==> config.mk <==
export PLATFORM = sky130hd
export DESIGN_NAME = ibex_rf_wr_arbiter_flat
export DESIGN_NICKNAME = d
export VERILOG_FILES = /design/src/rtl/ibex_rf_wr_arbiter_if.sv /design/src/rtl/ibex_rf_wr_arbiter.sv /design/src/flat_wrapper.sv
export SDC_FILE = /design/constraint.sdc
export NUM_CORES = 1
export LEC_CHECK = 0
export BUFFER_PORTS_ARGS = -buffer_cell sky130_fd_sc_hd__buf_4
export CAP_MARGIN = 20
export CORE_ASPECT_RATIO = 0.75
export CORE_UTILIZATION = 38
export CTS_BUF_LIST = sky130_fd_sc_hd__clkbuf_16
export DETAILED_ROUTE_END_ITERATION = 10
export GPL_ROUTABILITY_DRIVEN = 1
export PLACE_DENSITY = 0.95
export REMOVE_ABC_BUFFERS = 1
export SLEW_MARGIN = 10
export SYNTH_ARGS = -nofsm -noshare
export SYNTH_HDL_FRONTEND = slang
export SYNTH_SLANG_ARGS = --single-unit
export TNS_END_PERCENT = 30
==> constraint.sdc <==
create_clock -name clk_i -period 4.75 [get_ports clk_i]
set_input_delay 0.2375 -clock clk_i [delete_from_list [all_inputs] [get_ports clk_i]]
set_output_delay 0.2375 -clock clk_i [all_outputs]
set_load 0.02 [all_outputs]
==> src/rtl/ibex_rf_wr_arbiter_if.sv <==
// Register-file write-port bundle: two requesters (A, B) and the shared write port.
interface ibex_rf_wr_arbiter_if #(
  parameter int unsigned DataWidth = 32
);
  logic                 req_a;
  logic [4:0]           addr_a;
  logic [DataWidth-1:0] data_a;
  logic                 gnt_a;
  logic                 req_b;
  logic [4:0]           addr_b;
  logic [DataWidth-1:0] data_b;
  logic                 gnt_b;
  logic [4:0]           rf_waddr;
  logic [DataWidth-1:0] rf_wdata;
  logic                 rf_we;

  modport master (
    output req_a, addr_a, data_a, req_b, addr_b, data_b,
    input  gnt_a, gnt_b, rf_waddr, rf_wdata, rf_we
  );

  modport slave (
    input  req_a, addr_a, data_a, req_b, addr_b, data_b,
    output gnt_a, gnt_b, rf_waddr, rf_wdata, rf_we
  );
endinterface

==> src/rtl/ibex_rf_wr_arbiter.sv <==
// Register-file write-port arbiter with boot/on-demand zero sweep, A>B priority.
// Optional B anti-starvation promotion enabled by defining IBEX_RF_ARB_FAIRNESS_EN.
module ibex_rf_wr_arbiter #(
  parameter bit                   RV32E       = 1'b0,
  parameter int unsigned          DataWidth   = 32,
  parameter logic [DataWidth-1:0] WordZeroVal = '0,
  parameter int unsigned          StarveLimit = 4
) (
  input  logic                     clk_i,
  input  logic                     rst_ni,
  input  logic                     init_req_i,
  output logic                     init_busy_o,
  output logic                     err_o,
  ibex_rf_wr_arbiter_if.slave      bus
);

  localparam int unsigned NumWords = RV32E ? 16 : 32;
  localparam logic [4:0]  LastIdx  = 5'(NumWords - 1);

  localparam logic [1:0] StBoot = 2'd0;
  localparam logic [1:0] StInit = 2'd1;
  localparam logic [1:0] StRun  = 2'd2;

  if (StarveLimit == 0) begin : g_bad_starve_limit
    $error("StarveLimit must be at least 1");
  end

  logic [1:0]           state_q, state_d;
  logic [4:0]           cnt_q, cnt_d;
  logic                 err_d;
  logic                 promote;
  logic                 sel_b;
  logic                 illegal;
  logic [4:0]           sel_addr;
  logic                 gnt_a, gnt_b, rf_we;
  logic [4:0]           rf_waddr;
  logic [DataWidth-1:0] rf_wdata;

  // State, sweep counter and error pulse registers
  always_ff @(posedge clk_i or negedge rst_ni) begin
    if (!rst_ni) begin
      state_q <= StBoot;
      cnt_q   <= 5'd1;
      err_o   <= 1'b0;
    end else begin
      state_q <= state_d;
      cnt_q   <= cnt_d;
      err_o   <= err_d;
    end
  end

  // Next state, sweep sequencing and same-cycle arbitration
  always_comb begin
    state_d     = state_q;
    cnt_d       = cnt_q;
    err_d       = 1'b0;
    init_busy_o = 1'b1;
    gnt_a       = 1'b0;
    gnt_b       = 1'b0;
    rf_we       = 1'b0;
    rf_waddr    = bus.addr_a;
    rf_wdata    = bus.data_a;
    sel_b       = 1'b0;
    sel_addr    = bus.addr_a;
    illegal     = 1'b0;

    unique case (state_q)
      StBoot: begin
        state_d = StInit;
        cnt_d   = 5'd1;
      end
      StInit: begin
        rf_we    = 1'b1;
        rf_waddr = cnt_q;
        rf_wdata = WordZeroVal;
        cnt_d    = cnt_q + 5'd1;
        if (cnt_q == LastIdx) state_d = StRun;
      end
      StRun: begin
        init_busy_o = 1'b0;
        sel_b       = bus.req_b && (!bus.req_a || promote);
        gnt_b       = sel_b;
        gnt_a       = bus.req_a && !sel_b;
        sel_addr    = sel_b ? bus.addr_b : bus.addr_a;
        // RV32E has no x16..x31: grant to unblock the requester, but drop the write
        illegal     = RV32E && sel_addr[4];
        if (sel_b && !illegal) begin
          rf_waddr = bus.addr_b;
          rf_wdata = bus.data_b;
        end
        rf_we = (gnt_a || gnt_b) && !illegal;
        err_d = (gnt_a || gnt_b) && illegal;
        if (init_req_i) begin
          state_d = StInit;
          cnt_d   = 5'd1;
        end
      end
      default: state_d = StBoot;
    endcase
  end

`ifdef IBEX_RF_ARB_FAIRNESS_EN
  localparam int unsigned StarveW = $clog2(StarveLimit + 1);

  logic [StarveW-1:0] starve_q, starve_d;

  // Counts RUN cycles where B waits; held outside RUN, saturates at StarveLimit
  always_comb begin
    starve_d = starve_q;
    if (state_q == StRun) begin
      if (bus.req_b && !gnt_b) begin
        if (starve_q != StarveW'(StarveLimit)) starve_d = starve_q + StarveW'(1);
      end else begin
        starve_d = '0;
      end
    end
  end

  always_ff @(posedge clk_i or negedge rst_ni) begin
    if (!rst_ni) starve_q <= '0;
    else         starve_q <= starve_d;
  end

  assign promote = (starve_q == StarveW'(StarveLimit));
`else
  assign promote = 1'b0;
`endif

  assign bus.gnt_a    = gnt_a;
  assign bus.gnt_b    = gnt_b;
  assign bus.rf_we    = rf_we;
  assign bus.rf_waddr = rf_waddr;
  assign bus.rf_wdata = rf_wdata;

endmodule
==> src/flat_wrapper.sv <==
// flat-port wrapper written by rule: the top's interface ports become plain ports
module ibex_rf_wr_arbiter_flat 
#(
  parameter bit                   RV32E       = 1'b0,
  parameter int unsigned          DataWidth   = 32,
  parameter logic [DataWidth-1:0] WordZeroVal = '0,
  parameter int unsigned          StarveLimit = 4
)
  (clk_i, rst_ni, init_req_i, init_busy_o, err_o, bus_req_a, bus_addr_a, bus_data_a, bus_req_b, bus_addr_b, bus_data_b, bus_gnt_a, bus_gnt_b, bus_rf_waddr, bus_rf_wdata, bus_rf_we);
  ibex_rf_wr_arbiter_if #(.DataWidth(DataWidth)) bus_i ();
  input  logic clk_i;
  input  logic rst_ni;
  input  logic init_req_i;
  output logic init_busy_o;
  output logic err_o;
  input wire logic [$bits(bus_i.req_a)-1:0] bus_req_a;
  input wire logic [$bits(bus_i.addr_a)-1:0] bus_addr_a;
  input wire logic [$bits(bus_i.data_a)-1:0] bus_data_a;
  input wire logic [$bits(bus_i.req_b)-1:0] bus_req_b;
  input wire logic [$bits(bus_i.addr_b)-1:0] bus_addr_b;
  input wire logic [$bits(bus_i.data_b)-1:0] bus_data_b;
  output wire logic [$bits(bus_i.gnt_a)-1:0] bus_gnt_a;
  output wire logic [$bits(bus_i.gnt_b)-1:0] bus_gnt_b;
  output wire logic [$bits(bus_i.rf_waddr)-1:0] bus_rf_waddr;
  output wire logic [$bits(bus_i.rf_wdata)-1:0] bus_rf_wdata;
  output wire logic [$bits(bus_i.rf_we)-1:0] bus_rf_we;
  assign bus_i.req_a = bus_req_a;
  assign bus_i.addr_a = bus_addr_a;
  assign bus_i.data_a = bus_data_a;
  assign bus_i.req_b = bus_req_b;
  assign bus_i.addr_b = bus_addr_b;
  assign bus_i.data_b = bus_data_b;
  assign bus_gnt_a = bus_i.gnt_a;
  assign bus_gnt_b = bus_i.gnt_b;
  assign bus_rf_waddr = bus_i.rf_waddr;
  assign bus_rf_wdata = bus_i.rf_wdata;
  assign bus_rf_we = bus_i.rf_we;
  ibex_rf_wr_arbiter #(.RV32E(RV32E), .DataWidth(DataWidth), .WordZeroVal(WordZeroVal), .StarveLimit(StarveLimit)) u_core (.clk_i(clk_i), .rst_ni(rst_ni), .init_req_i(init_req_i), .init_busy_o(init_busy_o), .err_o(err_o), .bus(bus_i));
endmodule
==> results.json <==
{
  "clock_latency_ns": 0.23,
  "grt_first_pass_wirelength_microns": 6220,
  "cts_tree": "built",
  "core_region_area_sq_um": 2700,
  "start_kind": "flop",
  "nets": 385,
  "crit_path_start": "u_core.state_q[0]",
  "setup_slack_ns": 2.21,
  "synth_edf_count": 0,
  "die_h_microns": 49.2,
  "post-route-min-period_ns": 2.54,
  "status": "finished clean",
  "clk_pin_slew_worst_paths_ns": 0.04,
  "synthFlopType": "dfrtp_1",
  "post_cts_buffers": 0,
  "detail_route.first_pass.iterations": 4,
  "grtUsageTotal_pct": 24.5,
  "holdCritPathClass": "in2async",
  "viasPerCell": 4.91,
  "yosys.area_share.simple_pct": 34.6,
  "rsz0062_at_grt": "false",
  "clkPwrFrac_pct": 10.4,
  "ctsHoldBuffers": 1,
  "worstPathArrival_ns": 2.30,
  "grt_pass1_vias": 1457,
  "ir_drop_mv": 0.368,
  "reg2reg_to": "u_core.state_q[1]",
  "finalSetupViolCount": 0,
  "start_util_pct": 41.8,
  "p_comb_share_pct": 82.0,
  "drive_gt1_share_pct": 43.4,
  "vias": 1634,
  "reg2reg_slack_ns": 2.98,
  "synth_cells": 186,
  "skew_ns": 0.000291,
  "ys_warn_count": 0,
  "synthDistinctLibCells": 29,
  "yosysSeqAreaShare_pct": 15.6,
  "synth_fa_ha_area_share_pct": 8.87,
  "wirelength_microns": 4080,
  "p_sw_share_pct": 51.9,
  "slew_headroom_pct": 62.8,
  "synth_top_family_by_area": "simple AND/OR/NAND/NOR gates",
  "cts_buffers": 3,
  "synth_compound_area_share_pct": 28.8,
  "routedWlPerCell_microns": 12.2,
  "cts_buffer_depth": 2,
  "slew_viol_final": 0,
  "synth_mux_area_share_pct": 0.998,
  "cts.sinks": 7,
  "ys_ff_latch": 7,
  "hold_viol": 0,
  "path_max_fanout": 25,
  "r2r_start": "u_core.cnt_q[0]",
  "r2r_cells": 6,
  "dieArea_sq_um": 3190,
  "h-tree-depth": 1,
  "drc": 0,
  "async_reset_ff_share_pct": 100,
  "p_total_mw": 1.34,
  "synthXorXnorAreaFrac_pct": 0,
  "cp.required_ns": 4.51,
  "critical_path_class": "reg2out",
  "antenna_cells": 0,
  "cts_root_buf": "clkbuf_16",
  "overflow": 0,
  "finalWeightedCongestion": 0.858,
  "io_pins": 121,
  "p_per_area_nw_per_um2": 638,
  "dp_hpwl_microns": 3160,
  "area_delta_synth_final_pct": 86.7,
  "postSynthAreaPerCell_sq_um": 6.07,
  "critPathCapture": "bus_rf_wdata[19]",
  "grt_max_degree": 33,
  "fp-row-count": 16,
  "syn_area_sq_um": 1130,
  "antenna_found_initial": 0,
  "die_w_microns": 64.9,
  "max_freq_mhz": 394,
  "seq_power_share_pct": 7.6,
  "fin_crit_sh_pct": 53.4,
  "tns_ns": 0,
  "drt_iter0_drc": 88,
  "p_int_mw": 0.646,
  "ant_nets": 0,
  "cts_resized": 0,
  "cap_violations": 0,
  "leakage_nw": 1.16,
  "power.net_switching_mw": 0.698,
  "tightest_slew_ns": 0.558,
  "cp-end-kind": "output port",
  "portBuffers": 119,
  "place_ws_ns": 2.14
}
## synthesized netlist by cell type (3+ instances only)
library cell | count | area share (%)
inv_1 | 10 | 3.3
nand3_1 | 6 | 2.7
ha_1 | 8 | 8.9
a221o_1 | 5 | 4.4
buf_4 | 4 | 2.7
nor2_1 | 3 | 1.0
dfrtp_1 | 6 | 13
o21ai_0 | 11 | 4.9
o31ai_1 | 3 | 2.0
nand2_1 | 66 | 22
a21oi_1 | 33 | 15
buf_2 | 10 | 4.4
and3_1 | 3 | 1.7
## sequential cells by signal, indices dropped and copies added (netlist names)
signal and flops:
u_core.cnt_q 5, u_core.state_q 2
## final cells by class
| cell class | count | area [sq um] |
|---|---|---|
| Clock buffer | 3 | 75.1 |
| Clock inverter | 1 | 3.75 |
| Fill cell | 222 | 596 |
| Inverter | 10 | 37.5 |
| Multi-Input combinational cell | 154 | 831 |
| Sequential cell | 7 | 176 |
| Tap cell | 36 | 45.0 |
| Timing Repair Buffer | 122 | 938 |
## per-stage QoR
stage               instance area [sq um]  std cells  hold slack, ns  util, %
global route                         2110        333           0.353     78.0
global placement                     1990        327          0.0531     73.7
CTS                                  2080        332           0.356     76.9
detailed placement                   1990        327          0.0546     73.7
finish                               2110        333           0.353     78.0
floorplan                            1040        171         -0.0581        -
## metal layers
| layer | part of all wire [%] | global-route usage (%) |
|---|---|---|
| met5 | 0 | 0 |
| met2 | 50 | 42.7 |
| met1 | 42 | 30.5 |
| met4 | 0.78 | 8.89 |
| met3 | 6.6 | 3.04 |
## worst min path at each step
stage          depth (start not counted)              end  startpoint  slack (ns)
2_1_floorplan                          0  u_core.cnt_q[1]      rst_ni       -0.06
3_3_place_gp                           1  u_core.cnt_q[1]      rst_ni        0.05
3_5_place_dp                           1  u_core.cnt_q[1]      rst_ni        0.05
4_1_cts                                2  u_core.cnt_q[1]      rst_ni        0.36
5_1_grt                                2  u_core.cnt_q[4]      rst_ni        0.35
6_report                               2  u_core.cnt_q[1]      rst_ni        0.35
## power groups by stage
| stage | clock network [mW] | logic, mW | registers (mW) |
|---|---|---|---|
| after floorplan | 0 | 0.646 | 0.0967 |
| after global placement | 0 | 1.08 | 0.100 |
| after detailed placement | 0 | 1.09 | 0.102 |
| after CTS | 0.142 | 1.09 | 0.102 |
| after global routing | 0.148 | 1.18 | 0.106 |
| final | 0.140 | 1.10 | 0.103 |
## cells by family (layout without fill, tap and decap cells)
family          after synthesis  after routing
simple gates                 89             89
compound gates               55             55
buf+inv                      25            136
fa+ha+maj                     8              8
flops                         7              7
other cells                   1              1
mux                           1              1
## critical path, cell delays in order, from the launching register on
cell and delay (ns):
dfrtp_1 0.40, inv_1 0.12, ha_1 0.50, and3b_1 0.46, buf_16 0.21, nand2_1 0.08
a21oi_1 0.14, buf_4 0.17
## cells in the final DEF, fill, tap and decap left out
cell type and instances:
a211o_1 1, a21boi_0 1, a21oi_1 33, a221o_1 5, and2_1 1, and2b_2 1, and3_1 3, and3b_1 1
buf_16 1, buf_4 120, clkbuf_16 3, conb_1 1, dfrtp_1 6, dfstp_2 1, dlygate4sd3_1 1, ha_1 8
inv_1 11, mux2_2 1, nand2_1 66, nand2b_1 2, nand3_1 6, nand3b_1 1, nor2_1 3, nor2b_1 2
nor2b_4 1, nor4_1 1, o21ai_0 11, o31ai_1 3, o32ai_2 1, or2_0 1
(Power assumes the default switching activity.)
